$ cat config.mk
export PLATFORM = sky130hd
export DESIGN_NAME = sync_bus_filter
export DESIGN_NICKNAME = d
export VERILOG_FILES = /design/src/rtl/sync_pkg.sv /design/src/rtl/sync_filter_ch.sv /design/src/rtl/sync_bus_filter.sv
export SDC_FILE = /design/constraint.sdc
export NUM_CORES = 1
export LEC_CHECK = 0
export ABC_AREA = 0
export CAP_MARGIN = 25
export CORE_AREA = 2 2 39 41
export CTS_BUF_LIST = sky130_fd_sc_hd__clkbuf_2
export CTS_CLUSTER_SIZE = 12
export DETAILED_ROUTE_END_ITERATION = 8
export DIE_AREA = 0 0 41 43
export PLACE_DENSITY_LB_ADDON = 0.25
export SYNTH_ARGS = -nofsm -noshare
export SYNTH_HDL_FRONTEND = slang
export SYNTH_SLANG_ARGS = --single-unit
$ cat constraint.sdc
create_clock -name clkB -period 1.7 [get_ports clkB]
set_input_delay 0.34 -clock clkB [delete_from_list [all_inputs] [get_ports clkB]]
set_output_delay 0.34 -clock clkB [all_outputs]
set_load 0.02 [all_outputs]
$ cat src/rtl/sync_pkg.sv
// Shared constants and helpers for the clkB-side input synchroniser family.
package sync_pkg;

  localparam int SYNC_STAGES_DEFAULT     = 2;
  localparam int SYNC_FILTER_LEN_DEFAULT = 4;

  // Width of a counter that must hold 0 .. filterLen; never narrower than one bit.
  function automatic int cntWidth(input int filterLen);
    int w;
    w = $clog2(filterLen + 1);
    return (w < 1) ? 1 : w;
  endfunction

endpackage

$ cat src/rtl/sync_filter_ch.sv
// One channel after the sync chain: optional glitch filter (SYNC_BUS_FILTER_EN),
// output level register and registered rise/fall pulses.
module sync_filter_ch
  import sync_pkg::*;
#(
  parameter int   FILTER_LEN = SYNC_FILTER_LEN_DEFAULT,
  parameter logic RESET_BIT  = 1'b0
) (
  input  logic clkB,
  input  logic rstB,
  input  logic syncIn,
  output logic levelOut,
  output logic rise,
  output logic fall
);

  if (FILTER_LEN < 1) begin : gBadFilterLen
    $error("sync_filter_ch: FILTER_LEN must be >= 1");
  end

`ifdef SYNC_BUS_FILTER_EN
  localparam int            CW       = cntWidth(FILTER_LEN);
  localparam logic [CW-1:0] CNT_LAST = CW'(FILTER_LEN - 1);

  logic [CW-1:0] cnt;

  // Filter stage: a new level is taken only after FILTER_LEN disagreeing samples in a row;
  // the counter clears on acceptance, so it can never pass CNT_LAST.
  always_ff @(posedge clkB) begin
    if (rstB) begin
      cnt      <= '0;
      levelOut <= RESET_BIT;
      rise     <= 1'b0;
      fall     <= 1'b0;
    end else begin
      rise <= 1'b0;
      fall <= 1'b0;
      if (syncIn == levelOut) begin
        cnt <= '0;
      end else if (cnt == CNT_LAST) begin
        cnt      <= '0;
        levelOut <= syncIn;
        rise     <= syncIn;
        fall     <= ~syncIn;
      end else begin
        cnt <= cnt + CW'(1);
      end
    end
  end
`else
  // Bypass stage: the output follows the synchronised level one cycle later.
  always_ff @(posedge clkB) begin
    if (rstB) begin
      levelOut <= RESET_BIT;
      rise     <= 1'b0;
      fall     <= 1'b0;
    end else begin
      levelOut <= syncIn;
      rise     <= syncIn & ~levelOut;
      fall     <= ~syncIn & levelOut;
    end
  end
`endif

endmodule

$ cat src/rtl/sync_bus_filter.sv
// WIDTH-channel synchroniser into clkB with per-channel edge pulses.
// Define SYNC_BUS_FILTER_EN to add the FILTER_LEN-cycle glitch filter.
module sync_bus_filter
  import sync_pkg::*;
#(
  parameter int               WIDTH      = 1,
  parameter int               STAGES     = SYNC_STAGES_DEFAULT,
  parameter int               FILTER_LEN = SYNC_FILTER_LEN_DEFAULT,
  parameter logic [WIDTH-1:0] RESET_VAL  = {WIDTH{1'b0}}
) (
  input  logic             clkB,
  input  logic             rstB,
  input  logic [WIDTH-1:0] SignalIn,
  output logic [WIDTH-1:0] SignalOut_clkB,
  output logic [WIDTH-1:0] rise_clkB,
  output logic [WIDTH-1:0] fall_clkB
);

  if (STAGES < 2) begin : gBadStages
    $error("sync_bus_filter: STAGES must be >= 2");
  end

  // Channels are independent; the bus is only shifted together for compactness.
  (* ASYNC_REG = "TRUE" *) logic [WIDTH-1:0] syncStage [STAGES];

  // Sync chain stage boundary: SignalIn -> syncStage[0] -> ... -> syncStage[STAGES-1].
  always_ff @(posedge clkB) begin
    if (rstB) begin
      for (int k = 0; k < STAGES; k++) begin
        syncStage[k] <= RESET_VAL;
      end
    end else begin
      syncStage[0] <= SignalIn;
      for (int k = 1; k < STAGES; k++) begin
        syncStage[k] <= syncStage[k-1];
      end
    end
  end

  for (genvar i = 0; i < WIDTH; i++) begin : gCh
    sync_filter_ch #(
      .FILTER_LEN (FILTER_LEN),
      .RESET_BIT  (RESET_VAL[i])
    ) uCh (
      .clkB     (clkB),
      .rstB     (rstB),
      .syncIn   (syncStage[STAGES-1][i]),
      .levelOut (SignalOut_clkB[i]),
      .rise     (rise_clkB[i]),
      .fall     (fall_clkB[i])
    );
  end

endmodule

* Yosys cells after proc, flatten, opt, wreduce, memory -nomap -nowiden *
Memories as Yosys holds them, arrays and structs flattened.
Index checks and enable logic that the tools add are counted.

cells by class
  muxes and demuxes = 5
  bitwise gates (word level) = 6

operators by type and width
  kind               count
  2-to-1 mux 1 bit   5
  bitwise AND 1 bit  2
  inverter 1 bit     2
  OR 1 bit           2

word-level totals
  flip-flop bits (word level) = 3
  memory bits (writable) = 2
  memories = 1

memory list
  name       words  bits a word  rd ports  clocked after memory_dff  wr ports  RTL line               RTL
  syncStage  2      1            2         0                         2         sync_bus_filter.sv:24  (* ASYNC_REG = "TRUE" *) logic [WIDTH-1:0] syncStage [STAGES];

* Logic depth before layout (Yosys ltp) *
  depth after elaboration = 3
  depth in mapped cells = 1

* By module *
From an unflattened synthesis, not the netlist that was laid out.

second synthesis, totals
  cell total of the unflattened synthesis = 10
  area, all modules = 143.9 µm²

modules (own cells, without submodules)
  module           times used  cells each  area each (µm²)
  sync_filter_ch   1           6           91.3
  sync_bus_filter  1           4           52.6

* Worst setup path after synthesis *
OpenSTA, ideal clock, no wires.

  path kind = register to output
  from = register gCh[0].uCh.levelOut
  to = output port SignalOut_clkB
  arrival = 0.434 ns
  setup slack = 0.926 ns
  stages on the path, launching flop included = 1
  path buffers = 0
  cell sequence = dfxtp_1

RTL lines
  element                 RTL line               RTL
  from (decl)             sync_filter_ch.sv:12   output logic levelOut,
  from (signal assigned)  sync_filter_ch.sv:58   levelOut <= syncIn;
  to (decl)               sync_bus_filter.sv:14  output logic [WIDTH-1:0] SignalOut_clkB,

No word-level cell between the ends.

* Final worst setup path *
  from = register gCh[0].uCh.levelOut
  to = output port SignalOut_clkB

No word-level cell between the ends.

==> metrics.md <==
| Metric | Value |
|---|---|
| Vias after detailed routing | `a little under 100` |
| Worst Setup Slack post-DPL | `0.4003 ns` |
| Synthesis-to-finish area growth | `62.61%` |
| Vias per std cell | `around 2.8` |
| Number of buffers inserted during clock tree synthesis | `3` |
| Width of the chip | `about 41 um` |
| Final worst clock skew | `0.001927 ns` |
| Cell count after placement | `31` |
| Pin slew with the least headroom to its limit | `about 0.22 ns` |
| Routability congestion estimate from global placement | `between 0.4 and 0.5` |
| Number of clock sinks | `5` |
| Max capacitance violation total | `0` |
| # port buffers | `5` |
| Fraction of the mapped netlist area in simple logic gates | `30.43%` |
| Worst-case hold slack | `~0.44 ns` |
| Routed WL per cell | `a little over 6 um` |
| Startpoint types | `flop` |
| Endpoint required time on the critical path | `approximately 1.4 ns` |
| Number of gates given a new drive strength after cts | `0` |
| Chain of cells forming the critical path | `clkdlybuf4s50_1` |
| Total global routing track utilization | `under 10%` |
| XOR/XNOR share of the synthesized area | `0%` |
| Overall overflow remaining after global route | `0` |
| Antenna viol nets, final | `0` |
| Cell at the root of the clock tree | `sky130_fd_sc_hd__clkbuf_2` |
| Clock slew at the register clock pins of the worst setup and hold paths | `about 0.050 ns` |
| Fin worst setup slack | `between 0.15 and 0.2 ns` |
| Number of buffers added for setup after CTS | `0` |
| Power per Cell Area | `1051 nW/um^2` |
| Number of standard cells in the final layout excluding fillers | `35` |
| Leakage power summed over all cells | `~0.090 nW` |
| Slew margin rel. | `between 80% and 90%` |
| Share of the clock period used by the worst path | `about nine tenths` |
| Post-cts hold buffer count | `0` |
| CTS tree | `built` |
| Unrepaired setup endpoints after global routing | `false` |
| Kind of end point of the critical path | `output port` |
| Floorplan die height | `roughly 43 um` |
| Cell area after layout | `about 230 um^2` |
| Final Hold Viols | `0` |
| Final nets | `23` |
| Worst Path Arrival | `1.19 ns` |
| Wire length of the first global-routing pass | `around 400 um` |
| Dpl cell area | `roughly 210 um^2` |
| Initial core utilization | `between 10% and 20%` |
| Maximum clock path buffer count | `2` |
| Depth of the CTS H-tree | `1` |
| Category of the critical setup timing path | `flop to output port` |
| Kind of cell adding the most delay to the critical path | `buffers and inverters` |
| Standard cell core area | `around 1400 um^2` |
| Run status | `completed` |
| Skew-Pair Late Insertion Delay | `between 0.2 and 0.25 ns` |
| Final setup violation count | `0` |
| Post-layout minimum cycle time | `approximately 1.5 ns` |
| Highest-count cells in the layout ignoring fill and taps | `sky130_fd_sc_hd__dfxtp_1, sky130_fd_sc_hd__clkdlybuf4s50_1, sky130_fd_sc_hd__clkbuf_2` |
| Final-report max-slew violation count | `0` |
| I/O pin total | `6` |
| Total nets after synthesis | `13` |
| Count of warnings emitted by yosys | `0` |
| Adder-cell share of the synthesized area | `0%` |
| Number of library cell types mapped by synthesis | `3` |
| Stage delay of the slowest cell on the critical path | `0.61 ns` |
| Netlist area before placement | `143.9 um^2` |
| Syn Area/Cell | `roughly 14 um^2` |
| Number of detailed-route iterations in the first pass | `2` |
| FF+latch count, synth | `5` |
| Share of the yosys chip area belonging to registers | `a little over two thirds` |
| Count of mapped cells out of synthesis | `10` |
| Largest fanout of any net on the critical path | `3` |
| Maximum ir drop on the vdd rail | `roughly 0.00034 V` |
| Post-route DRC violation count | `0` |
| Highest achievable clock rate | `roughly 650 MHz` |
| DRC violation total after the first TritonRoute iteration | `4` |
| Highest-delay cell along the critical path | `sky130_fd_sc_hd__clkdlybuf4s50_1` |
| WL final | `roughly 210 um` |
| Number of global-route vias before repair | `about 100` |
| Pin count of the biggest net entering global routing | `6` |
| Share of layout cells above drive strength 1 | `approximately a third` |
| Area of the die | `about 1800 um^2` |
| Initial antenna violation count | `0` |
| Largest family of logic cells by synthesized area | `simple AND/OR/NAND/NOR gates` |
| Post-synthesis mux area share | `0%` |
| Number of placement rows | `14` |
| Complex-gate fraction of the synthesized area | `0%` |
| CP bufs+invs | `1` |
| Accumulated negative setup slack | `0 ns` |
| Number of diodes added for antenna fixing | `0` |
| Class of the tightest hold or removal check | `flop to flop` |
-- registers in the layout (all words and copies together) (netlist names) --
signal,cells
gCh.uCh.levelOut,1
gCh.uCh.fall,1
gCh.uCh.rise,1
syncStage,2
-- metal layers --
metal  up-vias  wire [um]  global-route usage (%)
met2         8         59                   3.125
met4         0          0                   4.000
met3         0         47                   7.853
li1         51          -                       -
met1        40        107                   4.194
met5         -          0                       0
-- cells in the mapped netlist (all sizes together) --
cell type	instances	area, um^2
nor3b	2	25.02
dfxtp	5	100.1
nor2b	3	18.77
-- per-stage QoR --
stage	total power, mW	utilization [%]
global placement	0.1396	15.46
global route	0.2671	16.91
finish	0.2458	16.91
CTS	0.2539	16.91
detailed placement	0.1400	15.46
floorplan	0.1302	-
-- path summary, 6_finish.rpt --
kind	start	end	slack, ns	cells after the start
min reg2reg	syncStage[0][1]	gCh[0].uCh.fall	0.44	1
min	syncStage[0][1]	gCh[0].uCh.fall	0.44	1
max	gCh[0].uCh.levelOut	SignalOut_clkB	0.17	1
max reg2reg	gCh[0].uCh.levelOut	gCh[0].uCh.fall	1.11	1
-- power by group --
group          internal (mW)  total, mW  switching, mW
combinational        0.00913     0.0147        0.00553
sequential             0.121      0.123        0.00158
clock                 0.0622      0.108         0.0462
total                  0.193      0.246         0.0533
-- cells by family (layout without fill, tap and decap cells) --
kind of cell / count (synthesis) / after routing
AND/OR/NAND/NOR: 5 / 5
buffers and inverters: 0 / 9
flip-flops: 5 / 5
-- area by class of cell --
| type | instances | area (um^2) |
|---|---|---|
| Fill cell | 151 | 1150 |
| Sequential cell | 5 | 100.1 |
| Timing Repair Buffer | 5 | 50.05 |
| Multi-Input combinational cell | 5 | 43.79 |
| Clock buffer | 4 | 20.02 |
| Tap cell | 16 | 20.02 |
No activity file was read; power rests on OpenSTA's default activity.
